==> src/rtl/fc_pkg.sv <==
// Shared types and constants for the FC node input buffer.
package fc_pkg;

    localparam int INPUT_HEIGHT_DEF = 4;
    localparam int WORD_SIZE_DEF    = 16;

    typedef logic signed [WORD_SIZE_DEF-1:0] word_t;

    typedef enum logic [1:0] {
        FILL  = 2'd0,
        ISSUE = 2'd1,
        WAIT  = 2'd2
    } fc_buf_state_e;

    // Width of a counter that must represent 0..height inclusive.
    function automatic int cnt_width(input int height);
        return $clog2(height + 1);
    endfunction

    localparam int CNT_W_DEF = cnt_width(INPUT_HEIGHT_DEF);

endpackage

==> src/rtl/fc_buf_bank.sv <==
// One vector bank: INPUT_HEIGHT word registers with an indexed write port
// and a flat parallel read (word k at bits [k*WORD_SIZE +: WORD_SIZE]).
module fc_buf_bank
    import fc_pkg::*;
#(
    parameter int INPUT_HEIGHT = INPUT_HEIGHT_DEF,
    parameter int WORD_SIZE    = WORD_SIZE_DEF,
    parameter int CNT_W        = cnt_width(INPUT_HEIGHT)
) (
    input  logic                              clk,
    input  logic                              rst_n,
    input  logic                              wr_en,
    input  logic [CNT_W-1:0]                  wr_idx,
    input  logic [WORD_SIZE-1:0]              wr_data,
    output logic [INPUT_HEIGHT*WORD_SIZE-1:0] rd_data
);

    logic [WORD_SIZE-1:0] mem [INPUT_HEIGHT];

    // Write the addressed word; indices beyond the array are ignored.
    always_ff @(posedge clk or negedge rst_n) begin
        if (!rst_n) begin
            for (int k = 0; k < INPUT_HEIGHT; k++) begin
                mem[k] <= '0;
            end
        end else if (wr_en) begin
            for (int k = 0; k < INPUT_HEIGHT; k++) begin
                if (wr_idx == CNT_W'(k)) begin
                    mem[k] <= wr_data;
                end
            end
        end
    end

    // Flatten the array onto the parallel read bus.
    always_comb begin
        rd_data = '0;
        for (int k = 0; k < INPUT_HEIGHT; k++) begin
            rd_data[k*WORD_SIZE +: WORD_SIZE] = mem[k];
        end
    end

endmodule

==> src/rtl/fc_input_buffer.sv <==
// Serial-to-parallel feeder for one fully-connected node.
// Collects INPUT_HEIGHT words over valid/ready, pulses start_o, then holds
// the vector until done_i. INPUT_HEIGHT must be at least 2.
// Build option FC_BUF_PINGPONG_EN: two banks so the next vector fills while
// the node works on the current one.
//
// state | meaning
// FILL  | no vector in flight; filling bank accepts words
// ISSUE | start_o high for this cycle; vector presented on data_o
// WAIT  | node busy on the presented vector until done_i
module fc_input_buffer
    import fc_pkg::*;
#(
    parameter int INPUT_HEIGHT = INPUT_HEIGHT_DEF,
    parameter int WORD_SIZE    = WORD_SIZE_DEF
) (
    input  logic                                clk_i,
    input  logic                                reset_n_i,
    input  logic                                clear_i,
    input  logic [WORD_SIZE-1:0]                data_i,
    input  logic                                valid_i,
    output logic                                ready_o,
    output logic [INPUT_HEIGHT*WORD_SIZE-1:0]   data_o,
    output logic                                start_o,
    input  logic                                done_i,
    output logic                                busy_o,
    output logic [$clog2(INPUT_HEIGHT+1)-1:0]   count_o
);

    localparam int CNT_W = cnt_width(INPUT_HEIGHT);
    localparam logic [CNT_W-1:0] LAST_IDX = CNT_W'(INPUT_HEIGHT - 1);

    fc_buf_state_e    state;
    logic [CNT_W-1:0] count;
    logic             wr_en;
    logic             fill_done;

    assign count_o   = count;
    // A word arriving together with clear_i is dropped.
    assign wr_en     = valid_i && ready_o && !clear_i;
    assign fill_done = wr_en && (count == LAST_IDX);

`ifdef FC_BUF_PINGPONG_EN

    logic                              act;
    logic                              pending;
    logic [INPUT_HEIGHT*WORD_SIZE-1:0] rd_a;
    logic [INPUT_HEIGHT*WORD_SIZE-1:0] rd_b;

    // The bank not presented to the node is always the one filling.
    assign ready_o = !pending;
    assign data_o  = act ? rd_b : rd_a;

    fc_buf_bank #(
        .INPUT_HEIGHT (INPUT_HEIGHT),
        .WORD_SIZE    (WORD_SIZE),
        .CNT_W        (CNT_W)
    ) u_bank_a (
        .clk     (clk_i),
        .rst_n   (reset_n_i),
        .wr_en   (wr_en && act),
        .wr_idx  (count),
        .wr_data (data_i),
        .rd_data (rd_a)
    );

    fc_buf_bank #(
        .INPUT_HEIGHT (INPUT_HEIGHT),
        .WORD_SIZE    (WORD_SIZE),
        .CNT_W        (CNT_W)
    ) u_bank_b (
        .clk     (clk_i),
        .rst_n   (reset_n_i),
        .wr_en   (wr_en && !act),
        .wr_idx  (count),
        .wr_data (data_i),
        .rd_data (rd_b)
    );

    // Sequencing with bank swap; a full fill bank waits as pending for done_i.
    always_ff @(posedge clk_i or negedge reset_n_i) begin
        if (!reset_n_i) begin
            state   <= FILL;
            count   <= '0;
            act     <= 1'b0;
            pending <= 1'b0;
            start_o <= 1'b0;
            busy_o  <= 1'b0;
        end else if (clear_i) begin
            state   <= FILL;
            count   <= '0;
            pending <= 1'b0;
            start_o <= 1'b0;
            busy_o  <= 1'b0;
        end else begin
            start_o <= 1'b0;
            if (wr_en) begin
                count <= fill_done ? '0 : count + 1'b1;
            end
            case (state)
                FILL: begin
                    if (fill_done) begin
                        act     <= !act;
                        state   <= ISSUE;
                        start_o <= 1'b1;
                        busy_o  <= 1'b1;
                    end
                end
                ISSUE: begin
                    state <= WAIT;
                    if (fill_done) begin
                        pending <= 1'b1;
                    end
                end
                WAIT: begin
                    if (done_i) begin
                        if (pending || fill_done) begin
                            act     <= !act;
                            pending <= 1'b0;
                            state   <= ISSUE;
                            start_o <= 1'b1;
                        end else begin
                            state  <= FILL;
                            busy_o <= 1'b0;
                        end
                    end else if (fill_done) begin
                        pending <= 1'b1;
                    end
                end
                default: begin
                    state  <= FILL;
                    busy_o <= 1'b0;
                end
            endcase
        end
    end

`else

    assign ready_o = (state == FILL);

    fc_buf_bank #(
        .INPUT_HEIGHT (INPUT_HEIGHT),
        .WORD_SIZE    (WORD_SIZE),
        .CNT_W        (CNT_W)
    ) u_bank (
        .clk     (clk_i),
        .rst_n   (reset_n_i),
        .wr_en   (wr_en),
        .wr_idx  (count),
        .wr_data (data_i),
        .rd_data (data_o)
    );

    // Fill, issue one start pulse, then hold until the node reports done.
    always_ff @(posedge clk_i or negedge reset_n_i) begin
        if (!reset_n_i) begin
            state   <= FILL;
            count   <= '0;
            start_o <= 1'b0;
            busy_o  <= 1'b0;
        end else if (clear_i) begin
            state   <= FILL;
            count   <= '0;
            start_o <= 1'b0;
            busy_o  <= 1'b0;
        end else begin
            start_o <= 1'b0;
            case (state)
                FILL: begin
                    if (wr_en) begin
                        if (fill_done) begin
                            count   <= '0;
                            state   <= ISSUE;
                            start_o <= 1'b1;
                            busy_o  <= 1'b1;
                        end else begin
                            count <= count + 1'b1;
                        end
                    end
                end
                ISSUE: begin
                    state <= WAIT;
                end
                WAIT: begin
                    if (done_i) begin
                        state  <= FILL;
                        busy_o <= 1'b0;
                    end
                end
                default: begin
                    state  <= FILL;
                    busy_o <= 1'b0;
                end
            endcase
        end
    end

`endif

endmodule

==> config.mk <==
export PLATFORM = sky130hd
export DESIGN_NAME = fc_input_buffer
export DESIGN_NICKNAME = d
export VERILOG_FILES = /design/src/rtl/fc_pkg.sv /design/src/rtl/fc_buf_bank.sv /design/src/rtl/fc_input_buffer.sv
export SDC_FILE = /design/constraint.sdc
export NUM_CORES = 1
export LEC_CHECK = 0
export ABC_CLOCK_PERIOD_IN_PS = 2050
export BUFFER_PORTS_ARGS = -buffer_cell sky130_fd_sc_hd__buf_2
export CAP_MARGIN = 20
export CORE_MARGIN = 2
export CORE_UTILIZATION = 50
export DETAILED_ROUTE_END_ITERATION = 6
export GPL_TIMING_DRIVEN = 0
export PLACE_DENSITY = 0.75
export SLEW_MARGIN = 20
export SYNTH_ARGS = -nofsm -noshare
export SYNTH_HDL_FRONTEND = slang
export SYNTH_SLANG_ARGS = --single-unit
export TNS_END_PERCENT = 50
==> constraint.sdc <==
create_clock -name clk_i -period 2.05 [get_ports clk_i]
set_input_delay 0.3075 -clock clk_i [delete_from_list [all_inputs] [get_ports clk_i]]
set_output_delay 0.3075 -clock clk_i [all_outputs]
set_load 0.05 [all_outputs]
Yosys cells after proc, flatten, opt, wreduce, memory -nomap -nowiden
Cells that the tools add are included.

operators by class
  multiplexer cells = 18
  div/mod/pow operators = 0
  add/subtract/negate cells = 1
  reductions and logical operators = 15
  shifts and indexed selects = 0
  $lt $le $gt $ge = 0
  $mul = 0
  bitwise operators = 0
  equality and inequality tests = 9

operators with widths
  kind                                                                      number
  3-bit 2-to-1 mux                                                          4
  2-bit AND reduction                                                       5
  1-bit 2-to-1 mux                                                          8
  2-bit 2-to-1 mux                                                          4
  3-bit by 2-bit equality test with 1-bit output (second input constant)    2
  3-bit by 2-bit inequality test with 1-bit output (second input constant)  2
  2-bit case mux with 3 select lines                                        1
  4-bit AND reduction                                                       1
  2-bit nonzero test                                                        2
  3-bit by 1-bit adder with 3-bit output (second input constant)            1
  3-bit by 1-bit equality test with 1-bit output (second input constant)    1
  1-bit logical AND                                                         3
  3-bit logical NOT                                                         1
  3-bit inequality test (second input constant)                             1
  1-bit case mux with 3 select lines                                        1
  3-bit AND reduction                                                       1
  2-bit by 1-bit equality test with 1-bit output (second input constant)    1
  2-bit equality test (second input constant)                               1
  2-bit logical NOT                                                         1
  2-bit inequality test (second input constant)                             1
  1-bit logical NOT                                                         1

storage, ports and cells
  bits in writable memories = 0
  latch bits = 0
  memories kept = 0
  memory bits (read-only) = 0
  register bits = 71

Depth between registers and ports, before layout
Gate-level depths: netlist of the first run.

  word-level depth = 8
  depth in mapped cells = 5
  mapped depth without buffers = 4

Cells and area by module
From an unflattened synthesis of the first run, not the netlist that was laid out.

unflattened totals
  cell total of the unflattened synthesis = 167
  area total of the unflattened synthesis = 2780.2 um^2

modules (own cells, without submodules)
  module           times used  cells an instance  area an instance (um^2)
  fc_buf_bank      1           138                2447.3
  fc_input_buffer  1           29                 332.8

Worst setup path after synthesis of the first run
No wires, ideal clock.

  path type = register to register
  start point = register count[0], in the netlist count_o[0]
  end point = register u_bank.mem (netlist bit u_bank.rd_data[56])
  arrival time = 1.729 ns
  setup slack = 0.197 ns
  period minus slack after synthesis = 1.853 ns
  stages on the path, launching flop included = 6
  buffers on the path = 1
  setup time = 0.125 ns
  cell sequence = dfrtp_1 -> ha_1 -> nor2b_1 -> nand2_2 -> clkbuf_8 -> mux2_2

on the way
  longest elaborated chain between the ends = 2

ends and longest elaborated chain
  element                                         RTL line                source
  start: declaration                              fc_input_buffer.sv:34   logic [CNT_W-1:0] count;
  start signal: assignment                        fc_input_buffer.sv:178  count <= count + 1'b1;
  3-bit by 2-bit equality test with 1-bit output  fc_buf_bank.sv:28       if (wr_idx == CNT_W'(k)) begin
  2-bit AND reduction (no line)                   n/a
  end signal: indexed assignment                  fc_buf_bank.sv:29       mem[k] <= wr_data;
  end: declaration                                fc_buf_bank.sv:18       logic [WORD_SIZE-1:0] mem [INPUT_HEIGHT];

Every way passes these cells.
A chain may end at the register's enable or synchronous reset.

Worst setup path in the final report of the first run
  start point = register state[1]
  end point = register u_bank.mem (netlist bit u_bank.rd_data[47])

on the way
  longest elaborated chain between the ends = 4

ends and longest elaborated chain
  element                         RTL line                source
  start: declaration              fc_input_buffer.sv:33   fc_buf_state_e state;
  start signal: assignment        fc_input_buffer.sv:158  state <= FILL;
  start signal: assignment        fc_input_buffer.sv:163  state <= FILL;
  start signal: assignment        fc_input_buffer.sv:174  state <= ISSUE;
  2-bit logical NOT               fc_input_buffer.sv:140  assign ready_o = (state == FILL);
  1-bit logical AND (2 in a row)  fc_input_buffer.sv:40   assign wr_en = valid_i && ready_o && !clear_i;
  2-bit AND reduction (no line)   n/a

Every way passes these cells.

==> results of run 1 <==
Yosys cell counts, drive strengths merged:
library cell,count
a21oi,2
buf,3
o21ai,1
a311oi,1
dfrtp,71
mux2,64
nor2b,1
inv,5
nor4b,1
or3,1
nand3b,1
or3b,1
nand3,4
ha,4
nor2,3
clkbuf,1
nand2,4
mux2i,1
worst max path at each step:
stage	start	to	cells after the start
6_report	state[1]	u_bank.rd_data[47]	4
5_1_grt	state[1]	u_bank.rd_data[33]	4
4_1_cts	state[1]	u_bank.rd_data[60]	4
3_5_place_dp	state[1]	u_bank.rd_data[60]	4
3_3_place_gp	state[1]	u_bank.rd_data[62]	4
2_1_floorplan	count_o[0]	u_bank.rd_data[56]	5
stage by stage:
stage	util	cell area, um2
floorplan	-	2760
global placement	0.611	3300
detailed placement	0.616	3330
CTS	0.655	3540
global route	0.655	3540
finish	0.655	3540
flip-flops by register name (all words and copies together), names as in the netlist:
name / cells
count_o: 3
start_o: 1
state: 2
u_bank.rd_data: 64
busy_o: 1
worst register-to-register path, cell delays in order, from the launching register on:
cell and delay (ns):
dfrtp_1 0.45, nor4b_4 0.44, nand3_2 0.28, buf_6 0.25, mux2_2 0.28
power by group:
part	switching [mW]	internal, mW	total, mW	leakage [nW]
sequential	0.152	1.72	1.87	0.899
combinational	1.44	0.486	1.93	0.855
clock	0.475	0.683	1.16	0.104
total	2.07	2.89	4.96	1.86
final cells by class:
type	instances	area, um2	area share
plain buffers	4	47.5	0.0134
well taps	72	90.1	0.0254
inverters	5	18.8	0.00530
clock buffers	12	135	0.0381
flip-flops and latches	71	1780	0.502
clock inverters	4	70.1	0.0198
multi-input cells	89	921	0.260
repair buffers	92	483	0.136
timing repair:
action	CTS	global route
buffers inserted	0	0
hold endpoints to repair	33	0
hold buffers	1	0
kinds of logic (layout without fill, tap and decap cells):
logic type / Yosys count / after routing / share of synthesized area
adders and majority gates: 4 / 4 / 0.0181
AOI/OAI and AO/OA: 4 / 4 / 0.00860
DFF: 71 / 71 / 0.643
and+or+nand+nor: 16 / 16 / 0.0421
muxes: 65 / 65 / 0.264
buffers and inverters: 9 / 117 / 0.0240
routing by layer:
| metal | wire, um | vias up | part of all wire |
|---|---|---|---|
| met2 | 2620 | 57 | 0.49 |
| met1 | 2320 | 860 | 0.43 |
| met4 | 101 | 0 | 0.019 |
| met3 | 320 | 13 | 0.060 |
| met5 | 0 | - | 0 |
| li1 | - | 799 | - |
==> key figures, run 1 <==
Layout
  – Layout area overhead: 28.2%
  – Most common cell after layout, fill and taps aside: buf_2
  – Most frequent cells in the layout: buf_2, dfrtp_1, mux2_2
  – Fill count: 441
  – # nets final: 297
  – ANT cells: 0
  – Fraction of layout cells with a size suffix above 1: 0.643
  – Post-Layout Cell Count: 349

Worst hold path
  – Hold Path Stages: 2
  – Hold Path Sink: count_o[2]
  – Hold Path Origin: valid_i
  – Worst Hold Class: in -> reg

Placed design
  – Port Buffers: 90
  – RD Place Congestion: 0.723
  – Dpl ws: 0.219 ns
  – Placed Cells: 332
  – Dpl hpwl: 3870 um

Floorplan
  – Die Area: 6140 um2
  – Die H: 78.4 um
  – Number of I/O pins: 91
  – Overall die width: 78.4 um
  – Core ar.: 5410 um2
  – Starting Density: 0.511
  – Row count: 27

Drt
  – Post-route ant nets: 0
  – Routed wire per std cell: 15.3 um
  – Routed vias: 1729
  – First-pass iteration count of the detailed router: 4
  – DRT Wirelength: 5350 um
  – Iteration-0 DRC Markers: 45
  – Vias per cell: 4.95
  – DRC: 0

STA
  – Hold slack: 0.216 ns
  – Max-slew headroom: 0.711
  – Achievable Freq: 0.551 GHz
  – Max-slew violations: 0
  – Min cycle time layout: 1.82 ns
  – Final hold vios: 0
  – Final Setup Violations: 0
  – Setup Total Neg Slack: 0 ns
  – Worst setup margin: 0.234 ns
  – Worst Clk Skew: 0.00636 ns
  – RSZ-0062 raised after global routing: false
  – Fin crit share: 0.886
  – Slew @ Worst Pin: 0.434 ns

Global routing
  – M2 GR Usage: 0.310
  – First-pass GRT wire length: 8740 um
  – Vias in the first global route: 1790
  – Gr usage total: 0.190
  – Largest net degree at the start of global routing: 39
  – GRT met3 Usage: 0.0460
  – Met1 usage: 0.233
  – Most used routing layer: met2
  – Gr ovfl total: 0
  – Initial antenna violation count: 0

Yosys
  – Synthesized area: 2760 um2
  – Post-synthesis cell type count: 20
  – Register area share after synthesis: 0.643
  – Mapped Cells: 169
  – #FFs+latches synth: 71
  – Top post-synthesis cells by area: dfrtp_1, mux2_2, ha_1
  – Syn avg cell area: 16.4 um2
  – Yosys warnings: 0
  – Yosys top cell by area: dfrtp_1
  – Synth top area share: 0.643
  – Syn_nets: 194

Worst setup path
  – Worst r2r path cells: 4
  – Reg2reg start: state[1]
  – Setup CP Type: reg -> reg
  – Crit path DAT: 2.03 ns
  – CP Buf/Inv Count: 1
  – Worst Path Max Fanout: 10
  – Crit path launch type: register
  – Worst Path Required: 2.26 ns
  – Crit-path cells: nor4b_4, nand3_2, buf_6, mux2_2
  – CP peak stage delay: 0.45 ns
  – Delay-heaviest family, CP: simple AND/OR/NAND/NOR gates
  – FF-to-FF End: u_bank.rd_data[47]
  – Slowest cell on crit path: dfrtp_1
  – Reg2Reg Setup Slack: 0.23 ns
  – Worst setup EP type: register

Clocking
  – CTS sink cnt: 71
  – Reg clk slew, reported paths: 0.07 ns
  – H-tree Lvls: 3
  – Post-CTS Resized: 0
  – CTS root buffer: clkbuf_8
  – Worst-skew pair later-pin latency: 0.33 ns
  – CTS tree: yes
  – Number of CTS-inserted buffers: 9
  – Clock buffer depth: 2

Power and ir drop
  – Final Power: 4.96 mW
  – Max VDD drop: 0.000825 V
  – Leakage: 1.86 nW
  – Power Density: 1400 nW/um2

Flow run
  – Max Cap Viol: 0

Status
  – Outcome: finished clean
No activity file was read; power rests on OpenSTA's default activity.
==> run 2, diff against run 1 <==
--- a/config.mk
+++ b/config.mk
@@ -16,5 +16,6 @@
 export SLEW_MARGIN = 20
 export SYNTH_ARGS = -nofsm -noshare
 export SYNTH_HDL_FRONTEND = slang
+export SYNTH_HIERARCHICAL = 1
 export SYNTH_SLANG_ARGS = --single-unit
 export TNS_END_PERCENT = 50
==> run 2 against run 1 <==
  * Synthesized cell count down 1.2%
  * Non-clock buffer count up 4
  * Sequential power about the same
  * Critical path depth up 2
  * Worst setup slack worse by 0.17 ns
  * Worst hold slack worse by 0.012 ns
  * Clock power up 22%
  * Area after synthesis up 0.59%
  * Die area up 0.55%
  * Largest cell class unchanged
  * Critical endpoint is now u_bank/rd_data[0]
==> key figures, run 2 <==
Status
  – Outcome: finished clean (unchanged)

Flow run
  – Max Cap Viol: 0 (unchanged)

Worst setup path
  – Reg2Reg Setup Slack: 0.06 ns (was 0.23 ns)
  – Crit path launch type: register (unchanged)
  – Worst Path Max Fanout: 10 (unchanged)
  – FF-to-FF End: u_bank/rd_data[0] (was u_bank.rd_data[47])
  – Worst setup EP type: register (unchanged)
  – Cell mode on critical path: buf_6
  – Crit-path cells: or3b_1, buf_6, nor2_4, nor4b_4, buf_6, mux2_2 (was nor4b_4, nand3_2, buf_6, mux2_2)
  – Worst r2r path cells: 6 (was 4)
  – Slowest cell on crit path: dfrtp_1 (unchanged)
  – Reg2reg start: state[0] (was state[1])
  – Worst Path Required: 2.27 ns (was 2.26 ns)
  – CP Buf/Inv Count: 2 (was 1)
  – Crit path DAT: 2.20 ns (was 2.03 ns)
  – CP peak stage delay: 0.41 ns (was 0.45 ns)
  – Setup CP Type: reg -> reg (unchanged)
  – Delay-heaviest family, CP: simple AND/OR/NAND/NOR gates (unchanged)

Clocking
  – Number of CTS-inserted buffers: 9 (unchanged)
  – Clock buffer depth: 2 (unchanged)
  – CTS tree: yes (unchanged)
  – CTS root buffer: clkbuf_8 (unchanged)
  – Worst-skew pair later-pin latency: 0.34 ns (was 0.33 ns)
  – Reg clk slew, reported paths: 0.07 ns (about the same)
  – H-tree Lvls: 3 (unchanged)
  – CTS sink cnt: 71 (unchanged)

Yosys
  – Mapped Cells: 167 (was 169)
  – Main synth FF type: dfrtp_1 (unchanged)
  – #FFs+latches synth: 71 (unchanged)
  – Register area share after synthesis: 0.639 (was 0.643)
  – Synth top cells by count: dfrtp_1, mux2_2, buf_6 (was dfrtp_1, mux2_2, inv_1)
  – Synth top area share: 0.639 (was 0.643)
  – Syn_nets: 189 (was 194)
  – Post-synthesis cell type count: 20 (unchanged)
  – Async SR Flop Fraction: 1.00 (unchanged)
  – Yosys top cell by area: dfrtp_1 (unchanged)
  – Yosys warnings: 6 (was 0)
  – Syn avg cell area: 16.6 um2 (was 16.4 um2)
  – Top post-synthesis cells by area: dfrtp_1, mux2_2, buf_6 (was dfrtp_1, mux2_2, ha_1)
  – Synthesized area: 2780 um2 (was 2760 um2)
  – Top-count cell post-synth: dfrtp_1 (unchanged)
  – Post-synth EDFFs: 0 (unchanged)

Power and ir drop
  – Leakage: 1.86 nW (about the same)
  – Power Density: 1440 nW/um2 (was 1400 nW/um2)
  – Max VDD drop: 0.000853 V (was 0.000825 V)
  – Final Power: 5.24 mW (was 4.96 mW)

STA
  – Max-slew headroom: 0.737 (was 0.711)
  – RSZ-0062 raised after global routing: true (was false)
  – Achievable Freq: 0.503 GHz (was 0.551 GHz)
  – Final Setup Violations: 0 (unchanged)
  – Fin crit share: 0.970 (was 0.886)
  – Slew @ Worst Pin: 0.395 ns (was 0.434 ns)
  – Final hold vios: 0 (unchanged)
  – Min cycle time layout: 1.99 ns (was 1.82 ns)
  – Worst Clk Skew: 0.00804 ns (was 0.00636 ns)
  – Hold slack: 0.205 ns (was 0.216 ns)
  – Max-slew violations: 0 (unchanged)

Floorplan
  – Starting Density: 0.511 (about the same)
  – Die H: 78.6 um (was 78.4 um)
  – Die Area: 6170 um2 (was 6140 um2)
  – Row count: 27 (unchanged)
  – Number of I/O pins: 91 (unchanged)
  – Core ar.: 5440 um2 (was 5410 um2)
  – Overall die width: 78.6 um (was 78.4 um)

Layout
  – # nets final: 292 (was 297)
  – Most common cell after layout, fill and taps aside: buf_2 (unchanged)
  – Max reg flops: 64 (unchanged)
  – Layout area overhead: 30.9% (was 28.2%)
  – Most frequent cells in the layout: buf_2, dfrtp_1, mux2_2 (unchanged)
  – Fraction of layout cells with a size suffix above 1: 0.673 (was 0.643)
  – Finished Core Util: 0.669 (was 0.655)
  – ANT cells: 0 (unchanged)

Drt
  – Iteration-0 DRC Markers: 39 (was 45)
  – DRT Wirelength: 5420 um (was 5350 um)
  – Vias per cell: 5.06 (was 4.95)
  – Routed vias: 1755 (was 1729)
  – Post-route ant nets: 0 (unchanged)
  – Routed wire per std cell: 15.6 um (was 15.3 um)
  – DRC: 0 (unchanged)
  – First-pass iteration count of the detailed router: 4 (unchanged)

Global routing
  – Largest net degree at the start of global routing: 42 (was 39)
  – Gr ovfl total: 0 (unchanged)
  – Gr usage total: 0.191 (was 0.190)
  – First-pass GRT wire length: 8840 um (was 8740 um)
  – Vias in the first global route: 1767 (was 1790)
  – Initial antenna violation count: 0 (unchanged)

Placed design
  – Port Buffers: 89 (was 90)
  – RD Place Congestion: 0.772 (was 0.723)
  – Dpl hpwl: 3780 um (was 3870 um)

Worst hold path
  – Hold Path Stages: 2 (unchanged)
  – Worst Hold Class: in -> reg (unchanged)
  – Hold Path Sink: count_o[2] (unchanged)
  – Hold Path Origin: valid_i (unchanged)
[run 2: logic make-up after synthesis]
kind of cell,Yosys count,synth area share
adder cells (fa/ha/maj),1,0.00450
AND/OR/NAND/NOR,14,0.0477
AO/OA/AOI/OAI,6,0.0153
multiplexers,65,0.263
buffers and inverters,10,0.0306
flip-flops,71,0.639
[run 2: where the power goes]
part | switching, mW | internal [mW]
clock | 0.491 | 0.929
combinational | 1.44 | 0.494
sequential | 0.164 | 1.72
total | 2.09 | 3.14
[run 2: metal layers]
metal	up-vias	routed length (um)	GRT usage
met5	-	0	0
met4	0	77	0.0684
met3	8	469	0.0667
met2	71	2370	0.284
met1	874	2510	0.260
li1	802	-	-
[run 2: worst max path at each step]
stage                     startpoint                 end  slack [ns]  cells past startpoint
after floorplan             state[1]   u_bank/rd_data[0]        0.01                      6
after global placement      state[1]  u_bank/rd_data[12]       -0.22                      6
after detailed placement    state[1]   u_bank/rd_data[0]       -0.26                      6
after CTS                   state[1]  u_bank/rd_data[37]       -0.02                      7
after global routing        state[0]  u_bank/rd_data[14]      -0.006                      6
final                       state[0]   u_bank/rd_data[0]        0.06                      6
[run 2: area by class of cell]
type	count	area (um2)
fill	399	1800
sequential	71	1780
multi-input combinational	86	935
timing repair buffer	94	500
clock inverter	6	133
clock buffer	10	128
tap	72	90.1
buffer	6	70.1
inverter	2	7.51
[run 2: through the flow]
stage	cells	area (um2)	setup TNS (ns)	setup slack, ns
after floorplan	167	2790	0	0.0127
after global placement	328	3320	-2.51	-0.223
after detailed placement	329	3350	-3.79	-0.263
after CTS	346	3620	-0.0520	-0.0222
after global routing	347	3640	-0.0109	-0.00646
final	347	3640	0	0.0613
[run 2: repair_timing]
item,4_1_cts,5_1_grt
setup endpoints to repair,46,51
setup buffers,1,2
endpoints found under the hold margin,30,0
hold buffers,1,0
resized for setup,2,4
==> run 3, diff against run 2 <==
--- a/config.mk
+++ b/config.mk
@@ -5,14 +5,14 @@
 export SDC_FILE = /design/constraint.sdc
 export NUM_CORES = 1
 export LEC_CHECK = 0
+export ABC_AREA = 1
 export ABC_CLOCK_PERIOD_IN_PS = 2050
 export BUFFER_PORTS_ARGS = -buffer_cell sky130_fd_sc_hd__buf_2
-export CAP_MARGIN = 20
 export CORE_MARGIN = 2
 export CORE_UTILIZATION = 50
 export DETAILED_ROUTE_END_ITERATION = 6
 export GPL_TIMING_DRIVEN = 0
-export PLACE_DENSITY = 0.75
+export PLACE_DENSITY = 0.74
 export SLEW_MARGIN = 20
 export SYNTH_ARGS = -nofsm -noshare
 export SYNTH_HDL_FRONTEND = slang
==> run 3 against run 2 <==
  * Sequential power about the same
  * Clock-buffer cell count did not move
  * Via count up 44%
  * Combinational power increased by 4%
==> key figures, run 3 <==
Yosys
  – Syn_nets: 348 (was 189)
  – Largest family of logic cells by synthesized area: simple AND/OR/NAND/NOR gates (was multiplexers)
  – Top post-synthesis cells by area: dfrtp_1, nand2_1, nand3_1 (was dfrtp_1, mux2_2, buf_6)
  – Yosys warnings: 6 (unchanged)
  – Synthesized area: 3010 um2 (was 2780 um2)
  – Synth top area share: 0.590 (was 0.639)
  – Main synth FF type: dfrtp_1 (unchanged)
  – Yosys top cell by area: dfrtp_1 (unchanged)
  – Post-synth EDFFs: 0 (unchanged)
  – Syn avg cell area: 9.23 um2 (was 16.6 um2)
  – Mapped Cells: 326 (was 167)
  – Async SR Flop Fraction: 1.00 (unchanged)
  – Synth top cells by count: nand2_1, dfrtp_1, nand3_1 (was dfrtp_1, mux2_2, buf_6)
  – Synth Area in Compound Gates: 0.00166 (was 0.0153)
  – Post-synthesis adder-cell area fraction: 0.00416 (was 0.00450)
  – Post-synthesis cell type count: 18 (was 20)
  – Xor-xnor portion of the synthesized cell area: 0 (unchanged)
  – #FFs+latches synth: 71 (unchanged)
  – Synth Area in Simple Gates: 0.344 (was 0.0477)
  – Top-count cell post-synth: nand2_1 (was dfrtp_1)
  – Register area share after synthesis: 0.590 (was 0.639)
  – Mux cell area share after synthesis: 0 (was 0.263)

Worst setup path
  – Worst Path Required: 2.29 ns (was 2.27 ns)
  – Worst setup EP type: register (unchanged)
  – Worst Path Max Fanout: 10 (unchanged)
  – Reg2reg start: state[0] (unchanged)
  – Worst r2r path cells: 11 (was 6)
  – Crit path DAT: 1.99 ns (was 2.20 ns)
  – Reg2Reg Setup Slack: 0.30 ns (was 0.06 ns)
  – Crit path launch type: register (unchanged)
  – Setup CP Type: reg -> reg (unchanged)
  – FF-to-FF End: u_bank/rd_data[55] (was u_bank/rd_data[0])

Worst hold path
  – Hold Path Stages: 3 (was 2)
  – Hold Path Sink: u_bank/rd_data[56] (was count_o[2])
  – Hold Path Origin: data_i[8] (was valid_i)
  – Worst Hold Class: in -> reg (unchanged)

Layout
  – Fill count: 538 (was 399)
  – Reg area: 1780 um2 (unchanged)
  – Fraction of layout cells with a size suffix above 1: 0.336 (was 0.673)
  – Max reg flops: 64 (unchanged)
  – Multi-input logic area: 1050 um2 (was 935 um2)
  – # nets final: 451 (was 292)
  – Most common cell after layout, fill and taps aside: nand2_1 (was buf_2)
  – Layout area overhead: 25.2% (was 30.9%)
  – Most frequent cells in the layout: nand2_1, buf_2, dfrtp_1 (was buf_2, dfrtp_1, mux2_2)
  – ANT cells: 0 (unchanged)

Power and ir drop
  – Max VDD drop: 0.000755 V (was 0.000853 V)
  – Final Power: 4.91 mW (was 5.24 mW)
  – Sequential share of power: 0.390 (was 0.360)
  – Net Switching: 2.31 mW (was 2.09 mW)
  – Net Sw Frac: 0.470 (was 0.400)
  – Power Density: 1300 nW/um2 (was 1440 nW/um2)
  – Clk pwr share: 0.200 (was 0.271)
  – Cell-internal power: 2.60 mW (was 3.14 mW)
  – Combinational fraction of design power: 0.410 (was 0.369)
  – Leakage: 2.23 nW (was 1.86 nW)

STA
  – Max-slew headroom: 0.757 (was 0.737)
  – Setup Total Neg Slack: 0 ns (unchanged)
  – Achievable Freq: 0.573 GHz (was 0.503 GHz)
  – Worst setup margin: 0.305 ns (was 0.0613 ns)
  – Max-slew violations: 0 (unchanged)
  – Fin crit share: 0.851 (was 0.970)
  – Final Setup Violations: 0 (unchanged)
  – Worst Clk Skew: 0.00888 ns (was 0.00804 ns)
  – Min cycle time layout: 1.75 ns (was 1.99 ns)
  – Final hold vios: 0 (unchanged)
  – Slew @ Worst Pin: 0.365 ns (was 0.395 ns)
  – RSZ-0062 raised after global routing: false (was true)

Placed design
  – RD Place Congestion: 0.743 (was 0.772)
  – Dpl ws: 0.325 ns (was -0.263 ns)
  – Dpl hpwl: 5040 um (was 3780 um)
  – Port Buffers: 90 (was 89)

Clocking
  – Clock buffer depth: 2 (unchanged)
  – CTS sink cnt: 71 (unchanged)
  – Reg clk slew, reported paths: 0.07 ns (about the same)
  – Worst-skew pair later-pin latency: 0.34 ns (about the same)
  – CTS tree: yes (unchanged)
  – CTS root buffer: clkbuf_8 (unchanged)
  – Number of CTS-inserted buffers: 9 (unchanged)
  – H-tree Lvls: 3 (unchanged)

Floorplan
  – Overall die width: 81.6 um (was 78.6 um)
  – Number of I/O pins: 91 (unchanged)
  – Die Area: 6650 um2 (was 6170 um2)
  – Die H: 81.6 um (was 78.6 um)
  – Core ar.: 5850 um2 (was 5440 um2)
  – Starting Density: 0.514 (was 0.511)
  – Row count: 28 (was 27)

Global routing
  – Vias in the first global route: 2418 (was 1767)
  – Gr usage total: 0.233 (was 0.191)
  – Largest net degree at the start of global routing: 58 (was 42)
  – First-pass GRT wire length: 11600 um (was 8840 um)
  – Initial antenna violation count: 0 (unchanged)
  – Gr ovfl total: 0 (unchanged)

Drt
  – First-pass iteration count of the detailed router: 5 (was 4)
  – Vias per cell: 4.98 (was 5.06)
  – Post-route ant nets: 0 (unchanged)
  – Iteration-0 DRC Markers: 167 (was 39)
  – DRC: 0 (unchanged)
  – DRT Wirelength: 7150 um (was 5420 um)
  – Routed vias: 2534 (was 1755)
  – Routed wire per std cell: 14.1 um (was 15.6 um)

Flow run
  – Max Cap Viol: 0 (unchanged)

Status
  – Outcome: finished clean (unchanged)
## run 3: cell count changes after synthesis, moves of 3 or more
cell	before	now
mux2_2	64	0
buf_4	0	3
nor2_4	0	4
nand3_1	1	49
nand2_2	0	4
inv_2	0	6
nand2_1	2	153
nand3_2	0	7
inv_1	2	10
## run 3: power by group through the flow
stage,clock network [mW],logic [mW],registers (mW)
after floorplan,0,0.346,3.08
after global placement,0,1.99,1.93
after detailed placement,0,2.02,1.94
after CTS,1.01,2.03,1.91
after global routing,1.06,2.15,1.95
final,0.983,2.01,1.91
## run 3: worst max-delay path by stage
| stage | slack [ns] | from | end | cells after the start |
|---|---|---|---|---|
| finish | 0.30 | state[0] | u_bank/rd_data[55] | 11 |
| global placement | 0.30 | reset_n_i | u_bank/rd_data[33] | 1 |
| floorplan | 0.47 | count_o[0] | busy_o | 6 |
| global route | 0.15 | state[1] | u_bank/rd_data[55] | 11 |
| detailed placement | 0.32 | state[0] | u_bank/rd_data[55] | 11 |
| CTS | 0.31 | state[0] | u_bank/rd_data[55] | 11 |
## run 3: what timing repair did
item	CTS	global route
resized for setup	0	0
hold buffers	1	0
buffers inserted	0	0
hold endpoints to repair	14	0
## run 3: final cells by class
cell class                 count  area share
sequential                    71       0.472
multi-input combinational    226       0.280
timing repair buffer          92       0.130
clock buffer                  10      0.0365
buffer                        13      0.0316
tap                           75      0.0249
inverter                      16      0.0159
clock inverter                 6     0.00963
## run 3: per-layer routing
| metal | share of wire | vias to the layer above | wire length [um] | GRT usage |
|---|---|---|---|---|
| li1 | - | 1229 | - | - |
| met1 | 0.45 | 1213 | 3180 | 0.323 |
| met2 | 0.48 | 84 | 3420 | 0.358 |
| met3 | 0.068 | 8 | 488 | 0.0571 |
| met4 | 0.0087 | 0 | 62 | 0.0850 |
| met5 | 0 | - | 0 | 0 |
## run 3: critical path: stages (launching register included)
cell and delay, ns:
dfrtp_1 0.40, inv_2 0.07, nand2_2 0.08, nor2_4 0.10, inv_2 0.08, nor2_8 0.11, inv_1 0.10, nor2_8 0.18
nand2_2 0.13, buf_2 0.23, nand2_1 0.09, nand2_1 0.05
## run 3: kinds of logic (layout without fill, tap and decap cells)
logic type,after synthesis,in the layout
compound gates,1,1
buf+inv,29,137
simple gates,224,224
fa+ha+maj,1,1
flops,71,71
## run 3: stage by stage
step / hold slack [ns] / utilization / instances / area (um2)
after floorplan: 0.0119 / - / 326 / 3010
after global placement: 0.451 / 0.607 / 491 / 3550
after detailed placement: 0.186 / 0.612 / 492 / 3580
after CTS: 0.213 / 0.644 / 509 / 3770
after global routing: 0.219 / 0.644 / 509 / 3770
final: 0.222 / 0.644 / 509 / 3770
